## src/rtl/uart_rx_if.sv

```systemverilog
// Receive-side bus between the CPU port decoder (master) and the UART receiver core (slave).
interface uart_rx_if #(
    parameter int unsigned DATA_BITS  = 8,
    parameter int unsigned PRESCALE_W = 20
);
    logic [PRESCALE_W-1:0] prescale;
    logic                  rx;
    logic                  rd;
    logic [DATA_BITS-1:0]  data_out;
    logic                  data_valid;
    logic                  frame_err;
    logic                  overrun;
    logic                  busy;

    modport master (
        output prescale, rx, rd,
        input  data_out, data_valid, frame_err, overrun, busy
    );

    modport slave (
        input  prescale, rx, rd,
        output data_out, data_valid, frame_err, overrun, busy
    );
endinterface

```

## src/rtl/uart_rx_core.sv

```systemverilog
// 16x oversampling 8N1 UART receiver holding one byte for the CPU, with sticky framing/overrun flags.
module uart_rx_core #(
    parameter int unsigned DATA_BITS  = 8,
    parameter int unsigned PRESCALE_W = 20,
    parameter int unsigned OVERSAMPLE = 16
) (
    input  logic     clk,
    input  logic     reset,
    uart_rx_if.slave bus
);
    localparam int unsigned TICK_W = $clog2(OVERSAMPLE);
    localparam int unsigned BIT_W  = (DATA_BITS > 1) ? $clog2(DATA_BITS) : 1;
    localparam logic [TICK_W-1:0] HALF_LAST = TICK_W'(OVERSAMPLE / 2 - 1);
    localparam logic [TICK_W-1:0] FULL_LAST = TICK_W'(OVERSAMPLE - 1);
    localparam logic [BIT_W-1:0]  LAST_BIT  = BIT_W'(DATA_BITS - 1);

    typedef enum logic [1:0] {IDLE, START, DATA, STOP} state_t;

    state_t                state;
    state_t                state_next;
    logic                  rx_meta;
    logic                  rx_s;
    logic [PRESCALE_W-1:0] presc_cnt;
    logic                  tick;
    logic [TICK_W-1:0]     tick_cnt;
    logic [BIT_W-1:0]      bit_cnt;
    logic [DATA_BITS-1:0]  shreg;
    logic                  start_det;
    logic                  start_ok;
    logic                  bit_sample;
    logic                  stop_sample;

    logic [DATA_BITS-1:0]  data_out;
    logic                  data_valid;
    logic                  frame_err;
    logic                  overrun;
    logic                  busy;

    assign bus.data_out   = data_out;
    assign bus.data_valid = data_valid;
    assign bus.frame_err  = frame_err;
    assign bus.overrun    = overrun;
    assign bus.busy       = busy;

    // Two-flop synchroniser; idles high so reset never looks like a start bit.
    always_ff @(posedge clk) begin
        if (reset) begin
            rx_meta <= 1'b1;
            rx_s    <= 1'b1;
        end else begin
            rx_meta <= bus.rx;
            rx_s    <= rx_meta;
        end
    end

    // Tick generator: held loaded while idle so the first tick lands prescale+1 clocks after start.
    assign tick = (state != IDLE) && (presc_cnt == '0);

    always_ff @(posedge clk) begin
        if (reset) begin
            presc_cnt <= '0;
        end else if ((state == IDLE) || tick) begin
            presc_cnt <= bus.prescale;
        end else begin
            presc_cnt <= presc_cnt - PRESCALE_W'(1);
        end
    end

    always_ff @(posedge clk) begin
        if (reset) begin
            state <= IDLE;
        end else begin
            state <= state_next;
        end
    end

    always_comb begin
        state_next  = state;
        start_det   = 1'b0;
        start_ok    = 1'b0;
        bit_sample  = 1'b0;
        stop_sample = 1'b0;
        case (state)
            IDLE: begin
                if (!rx_s) begin
                    state_next = START;
                    start_det  = 1'b1;
                end
            end
            START: begin
                if (tick && (tick_cnt == HALF_LAST)) begin
                    if (!rx_s) begin
                        state_next = DATA;
                        start_ok   = 1'b1;
                    end else begin
                        state_next = IDLE;
                    end
                end
            end
            DATA: begin
                if (tick && (tick_cnt == FULL_LAST)) begin
                    bit_sample = 1'b1;
                    if (bit_cnt == LAST_BIT) begin
                        state_next = STOP;
                    end
                end
            end
            STOP: begin
                // Leave at mid stop bit so a back-to-back start edge is not missed.
                if (tick && (tick_cnt == FULL_LAST)) begin
                    stop_sample = 1'b1;
                    state_next  = IDLE;
                end
            end
            default: state_next = IDLE;
        endcase
    end

    // Bit-timing counters and LSB-first shift register.
    always_ff @(posedge clk) begin
        if (reset) begin
            tick_cnt <= '0;
            bit_cnt  <= '0;
            shreg    <= '0;
        end else begin
            if (start_det || start_ok) begin
                tick_cnt <= '0;
            end else if (tick) begin
                tick_cnt <= tick_cnt + TICK_W'(1);
            end
            if (start_ok) begin
                bit_cnt <= '0;
            end else if (bit_sample) begin
                bit_cnt <= bit_cnt + BIT_W'(1);
            end
            if (bit_sample) begin
                shreg <= {rx_s, shreg[DATA_BITS-1:1]};
            end
        end
    end

    // CPU-visible holding register; a completing byte takes priority over a simultaneous read.
    always_ff @(posedge clk) begin
        if (reset) begin
            data_out   <= '0;
            data_valid <= 1'b0;
            frame_err  <= 1'b0;
            overrun    <= 1'b0;
            busy       <= 1'b0;
        end else begin
            busy <= (state_next != IDLE);
            if (stop_sample && rx_s) begin
                data_out   <= shreg;
                data_valid <= 1'b1;
                overrun    <= bus.rd ? 1'b0 : (overrun | data_valid);
                frame_err  <= bus.rd ? 1'b0 : frame_err;
            end else if (stop_sample) begin
                frame_err <= 1'b1;
                if (bus.rd) begin
                    data_valid <= 1'b0;
                    overrun    <= 1'b0;
                end
            end else if (bus.rd) begin
                data_valid <= 1'b0;
                frame_err  <= 1'b0;
                overrun    <= 1'b0;
            end
        end
    end
endmodule
```

## src/flat_wrapper.sv

```systemverilog
// flat-port wrapper written by rule: the top's interface ports become plain ports
module uart_rx_core_flat 
#(
    parameter int unsigned DATA_BITS  = 8,
    parameter int unsigned PRESCALE_W = 20,
    parameter int unsigned OVERSAMPLE = 16
)
  (clk, reset, bus_prescale, bus_rx, bus_rd, bus_data_out, bus_data_valid, bus_frame_err, bus_overrun, bus_busy);
  uart_rx_if #(.DATA_BITS(DATA_BITS), .PRESCALE_W(PRESCALE_W)) bus_i ();
  input  logic clk;
  input  logic reset;
  input wire logic [$bits(bus_i.prescale)-1:0] bus_prescale;
  input wire logic [$bits(bus_i.rx)-1:0] bus_rx;
  input wire logic [$bits(bus_i.rd)-1:0] bus_rd;
  output wire logic [$bits(bus_i.data_out)-1:0] bus_data_out;
  output wire logic [$bits(bus_i.data_valid)-1:0] bus_data_valid;
  output wire logic [$bits(bus_i.frame_err)-1:0] bus_frame_err;
  output wire logic [$bits(bus_i.overrun)-1:0] bus_overrun;
  output wire logic [$bits(bus_i.busy)-1:0] bus_busy;
  assign bus_i.prescale = bus_prescale;
  assign bus_i.rx = bus_rx;
  assign bus_i.rd = bus_rd;
  assign bus_data_out = bus_i.data_out;
  assign bus_data_valid = bus_i.data_valid;
  assign bus_frame_err = bus_i.frame_err;
  assign bus_overrun = bus_i.overrun;
  assign bus_busy = bus_i.busy;
  uart_rx_core #(.DATA_BITS(DATA_BITS), .PRESCALE_W(PRESCALE_W), .OVERSAMPLE(OVERSAMPLE)) u_core (.clk(clk), .reset(reset), .bus(bus_i));
endmodule
```

## config.mk

```make
export PLATFORM = sky130hd
export DESIGN_NAME = uart_rx_core_flat
export DESIGN_NICKNAME = d
export VERILOG_FILES = /design/src/rtl/uart_rx_if.sv /design/src/rtl/uart_rx_core.sv /design/src/flat_wrapper.sv
export SDC_FILE = /design/constraint.sdc
export NUM_CORES = 1
export LEC_CHECK = 0
export CAP_MARGIN = 0
export CORE_MARGIN = 2
export CORE_UTILIZATION = 50
export CTS_CLUSTER_SIZE = 12
export DETAILED_ROUTE_END_ITERATION = 8
export GPL_TIMING_DRIVEN = 0
export PLACE_DENSITY = 0.87
export SYNTH_ARGS = -nofsm -noshare
export SYNTH_HDL_FRONTEND = slang
export SYNTH_SLANG_ARGS = --single-unit
```

## constraint.sdc

```tcl
create_clock -name clk -period 4.9 [get_ports clk]
set_input_delay 0.98 -clock clk [delete_from_list [all_inputs] [get_ports clk]]
set_output_delay 0.98 -clock clk [all_outputs]
set_load 0.01 [all_outputs]
```

==> reports/summary.md <==
Hold repair after CTS inserted 0 buffers. The clock arrives with 0.01296 ns of skew. Dividing the final minimum period by the clock period gives 47.49%. The number of global-route vias before repair is 1855, and the standard cell core area is 4414 um^2. TritonCTS built the clock tree. The areal power density over the cells is 281.8 nW/um^2, and the relative max-transition margin is 51.90%. The slowest stage of the critical path belongs to the cell or4_1.

In the synthesized netlist, the number of instances is 264. After synthesis, the share of cell area in mux cells is 4.299%. The number of placement rows is 24, and the overall via count from detail_route is 1935. After the last flow step, the layout net total stands at 334.

In this run, synthesis inferred 0 flip-flops with an integrated enable. The clock insertion delay at the later pin of the skew report is 0.32 ns, and the layout cell share with drive strength beyond 1 is 6.863%. The largest fanout of any net on the critical path works out to 10.

In the routed design, unresolved DRC markers number 0. Traced cell by cell, the critical path runs through nor4_4 > nand2_1 > or4_1 > clkbuf_1 > nand2_1 > a21oi_1. The synthesized netlist devotes 2.687% of its cell area to adder and majority cells. For the number of buffers inserted by post-CTS setup repair, the log shows 0. Leaving out fill and tap cells, the most frequent cells in the layout are dfxtp_1, nor2_1, clkdlybuf4s50_1. After synthesis, the netlist uses 40 different library cells.

Once the floorplan was initialized, standard cells occupied 52.75% of the core. The die covers 5219 um^2. The largest stage delay on the critical path works out to 0.57 ns. The final total negative setup slack came out at 0 ns. The library cell used most frequently in the layout, excluding fill and tap cells, is dfxtp_1. The achievable clock frequency came out at 429.7 MHz.

The number of buffer and inverter instances along the worst setup path came out at 1. The leakage power of the design was 0.9496 nW. Cells fill 64.03% of the core in the end.

The worst-case IR drop observed on VDD is 0.1712 mV. The run gives 2 as the maximum clock path buffer count. Among all flip-flop cells after synthesis, the most frequent one is dfxtp_1. The tree is rooted in a clkbuf_8.

The initial antenna violation count is 0. The number of nets handed over by synthesis was 293. The global-route track usage on met1 came out at 23.34%. In this run the remaining antenna-violating nets after routing total 0. The die is 72.24 um tall. After detailed routing, the total wire length is 4671 um. Setup repair after global routing left no endpoint under its margin. 36 I/O pins were placed.

Cell accounting for the most synthesized area: dfxtp_1. For the finished layout, the period the worst path requires is 2.327 ns. The cell family contributing the most delay on the critical path is simple AND/OR/NAND/NOR gates.

The area added between synthesis and finish is 21.39%, and the flip-flop and latch count after synthesis is 51. For the pin with the worst max-slew slack, the measured transition is 0.7148 ns. The average vias per placed instance was 5.405. The most used routing layer in global routing was met2.

The xor-xnor portion of the synthesized cell area was 7.899%; the netlist area before placement was 2328 um^2. Of all flip-flops after synthesis, the portion carrying an async set or reset was 0%. CTS saw 51 sinks. Setup violations remaining at the end of the flow were counted as 0.

The final max-slew violation count was 0; the global-route met2 utilization was 35.17%. The worst setup path is of the reg -> reg kind. The data required time of the worst path was 5.09 ns; the count of port buffers added during placement was 34. The worst setup path is captured at a register.

Before antenna repair, the detailed router went through 4 iterations. For this run, the total global-route usage over all layers was measured as 19.85%. Post-CTS repair changed the size of 0 cells.

The width of the die was 72.24 um. For the number of antenna repair diodes, the log shows 0. The number of hold-slack violations in the final timing report was 0; the maximum level of the CTS H-tree was 2. For the wire length of the first global-routing pass, the log shows 8190 um. Entering global routing, the biggest net connects 18 pins.

For the worst setup path, the data arrival time is 2.52 ns. The met3 track demand over resource in global routing was 4.861%. The path class of the tightest hold or removal check is reg -> reg.

Of the total synthesized cell area, the portion taken by AND, OR, NAND and NOR gates is 25.09%. The tools report the overflow left after global routing as 0. During synthesis, Yosys emitted a total of 0 warnings. Across the run, the number of max-cap violations was 0. Fill cells in the final layout number 388. Sequential elements use 43.85% of the synthesized area.

The tools report the placer's final routability congestion estimate as 0.8202. The average wire length per cell after detail routing was 13.05 um. The worst setup path is launched from a register. The synthesized netlist devotes 12.20% of its cell area to compound gates. Main combinational cell family by area after synthesis: simple AND/OR/NAND/NOR gates. The mean instance size in the synthesized netlist works out to 8.820 um^2. Detailed placement finished with a half-perimeter wire length of 3358 um. The run finished with clean final reports. Library cell appearing most often on the critical path: nand2_1. The run gives 5 as the number of buffers created by CTS.

The clock-pin transition on the worst setup and hold timing paths is 0.10 ns. After synthesis, the largest area contributor takes up 43.85% of total cell area. Sorting the synthesized cells by area gives the leading types as dfxtp_1, nor2_1, a211oi_1, xnor2_1, nand2_1.

The first routing iteration left 99 violations.
-- through the flow --
stage / instance area, um^2 / std cells / power (mW) / hold WS [ns] / setup WS [ns]
finish: 2826 / 358 / 0.7964 / 0.4143 / 2.573
floorplan: 2328 / 264 / 0.5170 / 0.3895 / 2.833
global route: 2826 / 358 / 0.8315 / 0.4578 / 2.372
CTS: 2826 / 358 / 0.8016 / 0.4149 / 2.596
global placement: 2734 / 350 / 0.5501 / 0.3939 / 2.655
detailed placement: 2734 / 350 / 0.5522 / 0.3934 / 2.614
-- layer usage --
| layer | wire, um | up-vias |
|---|---|---|
| li1 | - | 1001 |
| met1 | 2093 | 884 |
| met2 | 2318 | 43 |
| met3 | 192 | 7 |
| met4 | 66 | 0 |
| met5 | 0 | - |
-- path summary, 6_finish.rpt --
check             slack, ns                           start                           end  depth (start not counted)
setup / recovery       2.57  u_core.presc_cnt[5]$_SDFF_PP0_  u_core.shreg[7]$_SDFFE_PP0P_                          6
hold / removal         0.41       u_core.rx_meta$_SDFF_PP1_        u_core.rx_s$_SDFF_PP1_                          1
setup reg to reg       2.57  u_core.presc_cnt[5]$_SDFF_PP0_  u_core.shreg[7]$_SDFFE_PP0P_                          6
hold reg to reg        0.41       u_core.rx_meta$_SDFF_PP1_        u_core.rx_s$_SDFF_PP1_                          1
-- synth_stat cells, types with 3 or more instances --
cell type / n
nor2_1: 43
nand3_1: 6
a211oi_1: 18
nand2_1: 28
mux2i_1: 10
nand4_1: 3
xnor2_1: 13
inv_1: 5
dfxtp_1: 51
ha_1: 5
nor4_1: 4
a21oi_1: 15
o21ai_0: 3
nor3_1: 9
clkbuf_1: 12
xor2_1: 8
-- area by class of cell --
class	count	area [um^2]	share of cell area, %
plain buffers	16	73.82	2.612
clock buffers	5	68.82	2.435
clock inverters	3	23.77	0.8411
inverters	5	18.77	0.6640
multi-input cells	192	1215	42.98
flip-flops and latches	51	1021	36.12
well taps	52	65.06	2.302
repair buffers	34	340.3	12.04
-- sequential cells by signal (all words and copies together) (netlist names) --
| register | cells |
|---|---|
| u_core.presc_cnt | 20 |
| u_core.bus.data_out | 8 |
| u_core.shreg | 8 |
| u_core.tick_cnt | 4 |
| u_core.bit_cnt | 3 |
| u_core.state | 2 |
| u_core.bus.busy | 1 |
| u_core.bus.data_valid | 1 |
| u_core.bus.frame_err | 1 |
| u_core.bus.overrun | 1 |
| u_core.rx_meta | 1 |
| u_core.rx_s | 1 |
-- cell families (layout without fill, tap and decap cells) --
group,count (synthesis),count (layout)
DFF,51,51
buffers and inverters,21,63
xor gates and xnor gates,21,21
AOI/OAI and AO/OA,43,43
and+or+nand+nor,113,113
adders and majority gates,5,5
muxes,10,10
-- report_power, final --
part / switching (mW) / total [mW] / internal (mW)
clock: 0.150 / 0.252 / 0.102
sequential: 0.0154 / 0.444 / 0.429
combinational: 0.0493 / 0.0998 / 0.0505
total: 0.215 / 0.796 / 0.582
(Power assumes the default switching activity.)
